**config.mk**
```make
export PLATFORM = sky130hd
export DESIGN_NAME = pipe_skid_reg
export DESIGN_NICKNAME = d
export VERILOG_FILES = /design/src/rtl/pipe_skid_reg.sv
export SDC_FILE = /design/constraint.sdc
export NUM_CORES = 1
export LEC_CHECK = 0
export ABC_CLOCK_PERIOD_IN_PS = 1300
export CAP_MARGIN = 40
export CORE_MARGIN = 4
export CORE_UTILIZATION = 46
export CTS_BUF_LIST = sky130_fd_sc_hd__clkbuf_4
export DETAILED_ROUTE_END_ITERATION = 8
export MAX_ROUTING_LAYER = met4
export PLACE_DENSITY = 0.78
export SYNTH_ARGS = -nofsm -noshare
export SYNTH_HDL_FRONTEND = slang
export SYNTH_SLANG_ARGS = --single-unit
```
**constraint.sdc**
```tcl
create_clock -name clk -period 1.3 [get_ports clk]
set_input_delay 0.13 -clock clk [delete_from_list [all_inputs] [get_ports clk]]
set_output_delay 0.13 -clock clk [all_outputs]
set_load 0.005 [all_outputs]
```
**src/rtl/pipe_skid_reg.sv**
```systemverilog
// Two-entry pipeline register with a skid buffer. in_ready is decoded from
// registered state only, so upstream never sees a combinational path from
// out_ready or stall. Flush discards everything and counts lossy flushes.
//
// state    | meaning
// ---------+-------------------------------------------
// ST_EMPTY | no valid entry, out_data holds NOP_VAL or stale main
// ST_ONE   | main valid, skid free
// ST_FULL  | main and skid valid, input blocked
module pipe_skid_reg #(
   parameter int             WIDTH   = 64,
   parameter logic [WIDTH-1:0] NOP_VAL = '0,
   parameter int             CNT_W   = 8
) (
   input  logic             clk,
   input  logic             rst,
   input  logic             in_valid,
   output logic             in_ready,
   input  logic [WIDTH-1:0] in_data,
   output logic             out_valid,
   input  logic             out_ready,
   output logic [WIDTH-1:0] out_data,
   input  logic             stall,
   input  logic             flush,
   output logic [1:0]       occupancy,
   output logic [CNT_W-1:0] flush_drops
);

   typedef enum logic [1:0] {
      ST_EMPTY = 2'd0,
      ST_ONE   = 2'd1,
      ST_FULL  = 2'd2
   } state_t;

   state_t             state_q, state_d;
   logic [WIDTH-1:0]   main_q, main_d;
   logic [WIDTH-1:0]   skid_q, skid_d;
   logic [CNT_W-1:0]   drops_q, drops_d;
   logic               in_fire;
   logic               out_fire;

   assign in_ready    = (state_q != ST_FULL);
   assign out_valid   = (state_q != ST_EMPTY);
   assign out_data    = main_q;
   assign flush_drops = drops_q;
   assign in_fire     = in_valid & in_ready;
   assign out_fire    = out_valid & out_ready & ~stall;

   // Occupancy decoded explicitly so it does not depend on the enum encoding.
   always_comb begin
      occupancy = 2'd0;
      case (state_q)
         ST_ONE:  occupancy = 2'd1;
         ST_FULL: occupancy = 2'd2;
         default: occupancy = 2'd0;
      endcase
   end

   // Next-state and datapath; flush takes priority over every handshake.
   always_comb begin
      state_d = state_q;
      main_d  = main_q;
      skid_d  = skid_q;
      drops_d = drops_q;
      case (state_q)
         ST_EMPTY: begin
            if (in_fire) begin
               main_d  = in_data;
               state_d = ST_ONE;
            end
         end
         ST_ONE: begin
            if (in_fire && out_fire) begin
               main_d = in_data;
            end else if (in_fire) begin
               skid_d  = in_data;
               state_d = ST_FULL;
            end else if (out_fire) begin
               state_d = ST_EMPTY;
            end
         end
         ST_FULL: begin
            if (out_fire) begin
               main_d  = skid_q;
               state_d = ST_ONE;
            end
         end
         default: state_d = ST_EMPTY;
      endcase
      if (flush) begin
         state_d = ST_EMPTY;
         main_d  = NOP_VAL;
         skid_d  = NOP_VAL;
         // Only lossy flushes count, and the counter sticks at all-ones.
         if (state_q != ST_EMPTY && drops_q != {CNT_W{1'b1}}) begin
            drops_d = drops_q + 1'b1;
         end
      end
   end

   // State register with synchronous active-low reset overriding everything.
   always_ff @(posedge clk) begin
      if (!rst) begin
         state_q <= ST_EMPTY;
         main_q  <= NOP_VAL;
         skid_q  <= NOP_VAL;
         drops_q <= '0;
      end else begin
         state_q <= state_d;
         main_q  <= main_d;
         skid_q  <= skid_d;
         drops_q <= drops_d;
      end
   end

endmodule

```
==> reports/metrics.cfg, run 1 <==
[routing]
routed_wirelength_mm=22.7
drt_iter0_drc=557
vias_per_cell=5.91
drc=0
vias=6505
ant_nets=0
drtPass1Iterations=8
drt-wirelength-per-cell_um=20.7

[clock_tree]
clk_pin_slew_ns=0.12
clock_sink_count=138
tritoncts=done
clk_path_buf_depth=2
cts_hold_buffers=0
clock_tree.root_cell=clkbuf_4
cts_buffers=17
clk_latency_ns=0.57
htreeDepth=4

[grt]
grtUsageMet1=0.316
gr-total-overflow=0
grt_pass1_wl_mm=31.2
grt_max_degree=37
antenna_found_initial=0
grt_pass1_vias=6134
top_usage_layer=met2
grt_use_met3=0.0627
use_met2=0.472
grt_usage=0.280

[power]
worst_ir_drop_vdd_mv=0.626
leakage_nw=3.88
power-per-cell-area_nw_per_um2=887
p_total_mw=8.77

[timing]
skew_ns=0.0180
tightest_slew_ns=0.334
finalHoldViolCount=0
timing.fmax_mhz=619
fin_crit_sh=1.24
rsz0062_at_grt=true
fin_crit_ns=1.61
whs_ns=0.147
max_slew_margin=0.778
finalSetupViolCount=140
fin_ws_ns=-0.314
slew_viol_final=0

[critical_path]
worst-setup-path-type=reg -> reg
end_kind=flip-flop
cp_slowest_cell=dfxtp_4
worstPathCellList=buf_6, nor2b_4, buf_6, and3_4, buf_6, buf_12, buf_16, nand2_4, a21oi_2
worstPathMaxFanout=7
crit_required_ns=1.82
crit_top_cell=buf_6
cp_data_arrival_time_ns=2.13
crit_buf_inv=5
crit_family=buffers and inverters
cp-start-kind=flip-flop
cpPeakStageDelay_ns=0.38

[placement]
place_area_sq_um=7890
gp_congestion=0.800
portBuffers=145
place_hpwl_mm=10.9

[yosys]
ys_warn_count=0
synth_area_sq_um=5970
ys_seq_elements=138
ys_types=36
synth_nets=775
synth_seq_area_share=0.463
synthCells=704
syn_area_per_cell_sq_um=8.48

[final_layout]
nets=988
diodes=0
fill_cells=786
final_cell_area_sq_um=9890
final_common_cell=nand2_1
synthToLayoutAreaGrowth_pct=65.7
drive_above_1_share=0.511
most-common-layout-cells=nand2_1, clkdlybuf4s50_1, dfxtp_2

[run]
drv_cap=0

[floorplanning]
core-area_sq_um=12700
dieWidth_um=122
ios=146
die_h_um=122
dieArea_sq_um=14900
start_util=0.471
rows=41

[min_path]
hold_path_class=in -> reg

[run_status]
violations=negative setup slack
status=complete, but fails checks

## worst register-to-register path, stage by stage (launching register included)
cell and delay, ns:
dfxtp_4 0.38, buf_6 0.12, nor2b_4 0.13, buf_6 0.12
and3_4 0.25, buf_6 0.15, buf_12 0.10, buf_16 0.13
nand2_4 0.05, a21oi_2 0.13
## cell families after synthesis
logic type,synth area share
mux,0.00168
compound gates,0.226
flops,0.463
buf+inv,0.0576
simple gates,0.244
fa+ha+maj,0.00210
xor+xnor,0.00587
## metrics by stage
step	util	setup TNS (ns)	std cells	setup slack, ns
after floorplan	-	-2.45	704	-0.0398
after global placement	0.623	-60.56	999	-0.483
after detailed placement	0.623	-66.99	999	-0.569
after CTS	0.727	-31.65	1088	-0.298
after global routing	0.780	-40.21	1100	-0.358
final	0.780	-34.45	1100	-0.314
## repair_timing
action                     in CTS  in global routing
pin swaps                      13                145
gates resized for setup       296                251
cloned                         15                  4
setup buffers                  44                 20
setup endpoints to repair     207                185
## layout make-up
type                    instances  area (sq um)  share of cell area
inverters                       2          12.5             0.00127
clock buffers                  20           150              0.0152
flip-flops and latches        138          2870               0.290
multi-input cells             500          3730               0.378
well taps                     172           215              0.0218
clock inverters                10           103              0.0104
repair buffers                258          2810               0.284
## routing by layer
layer	vias to the layer above	part of all wire
li1	2884	-
met1	3198	0.37
met2	343	0.52
met3	80	0.071
met4	0	0.036
met5	-	0
## final timing paths
path              depth (start not counted)        start  slack [ns]          to
setup / recovery                          9   state_q[1]       -0.31  skid_q[53]
hold reg to reg                           2   skid_q[58]        0.47  skid_q[58]
hold / removal                            3  in_data[11]        0.15  skid_q[11]
setup reg to reg                          9   state_q[1]       -0.31  skid_q[53]
## synth_stat cells
| cell | instances | area share |
|---|---|---|
| a21oi_1 | 70 | 0.059 |
| o21ai_0 | 1 | 0.00084 |
| nand3_1 | 5 | 0.0042 |
| o21ba_2 | 1 | 0.0017 |
| o31ai_1 | 2 | 0.0025 |
| nand3b_1 | 1 | 0.0013 |
| a21boi_1 | 1 | 0.0013 |
| nor2_1 | 7 | 0.0044 |
| nor3_1 | 64 | 0.054 |
| nor2b_2 | 1 | 0.0015 |
| clkbuf_1 | 17 | 0.011 |
| and2_1 | 1 | 0.0010 |
| mux2i_1 | 1 | 0.0017 |
| or4_1 | 2 | 0.0025 |
| inv_1 | 1 | 0.00063 |
| dfxtp_1 | 138 | 0.46 |
| inv_2 | 1 | 0.00063 |
| buf_1 | 6 | 0.0038 |
| xor2_1 | 4 | 0.0059 |
| ha_1 | 1 | 0.0021 |
| nor2b_1 | 2 | 0.0021 |
| or3_1 | 1 | 0.0010 |
| nand2b_1 | 3 | 0.0031 |
| o21a_2 | 1 | 0.0015 |
| buf_4 | 3 | 0.0038 |
| nand2_1 | 259 | 0.16 |
| o21ai_2 | 1 | 0.0015 |
| nand4_1 | 2 | 0.0021 |
| buf_2 | 32 | 0.027 |
| buf_6 | 6 | 0.011 |
| o211ai_1 | 1 | 0.0013 |
| a311oi_2 | 60 | 0.15 |
| or2_2 | 1 | 0.0010 |
| and3_1 | 2 | 0.0021 |
| or2_1 | 1 | 0.0010 |
| a311oi_1 | 4 | 0.0059 |
## power by group
part	internal [mW]	total [mW]	switching, mW
combinational	0.818	1.66	0.837
sequential	4.35	4.42	0.0750
clock	1.16	2.69	1.54
## state kept, by name, indices dropped and copies added, names as in the netlist
signal and count:
flush_drops 8, skid_q 64, out_data 64, state_q 2
Power figures use the tool's default switching activity.
==> run 2, diff against run 1 <==
--- a/config.mk
+++ b/config.mk
@@ -11,6 +11,7 @@
 export CORE_UTILIZATION = 46
 export CTS_BUF_LIST = sky130_fd_sc_hd__clkbuf_4
 export DETAILED_ROUTE_END_ITERATION = 8
+export GPL_ROUTABILITY_DRIVEN = 0
 export MAX_ROUTING_LAYER = met4
 export PLACE_DENSITY = 0.78
 export SYNTH_ARGS = -nofsm -noshare
==> results of run 2 <==
No change in the layout: final DEF, timing and power equal those of run 1.
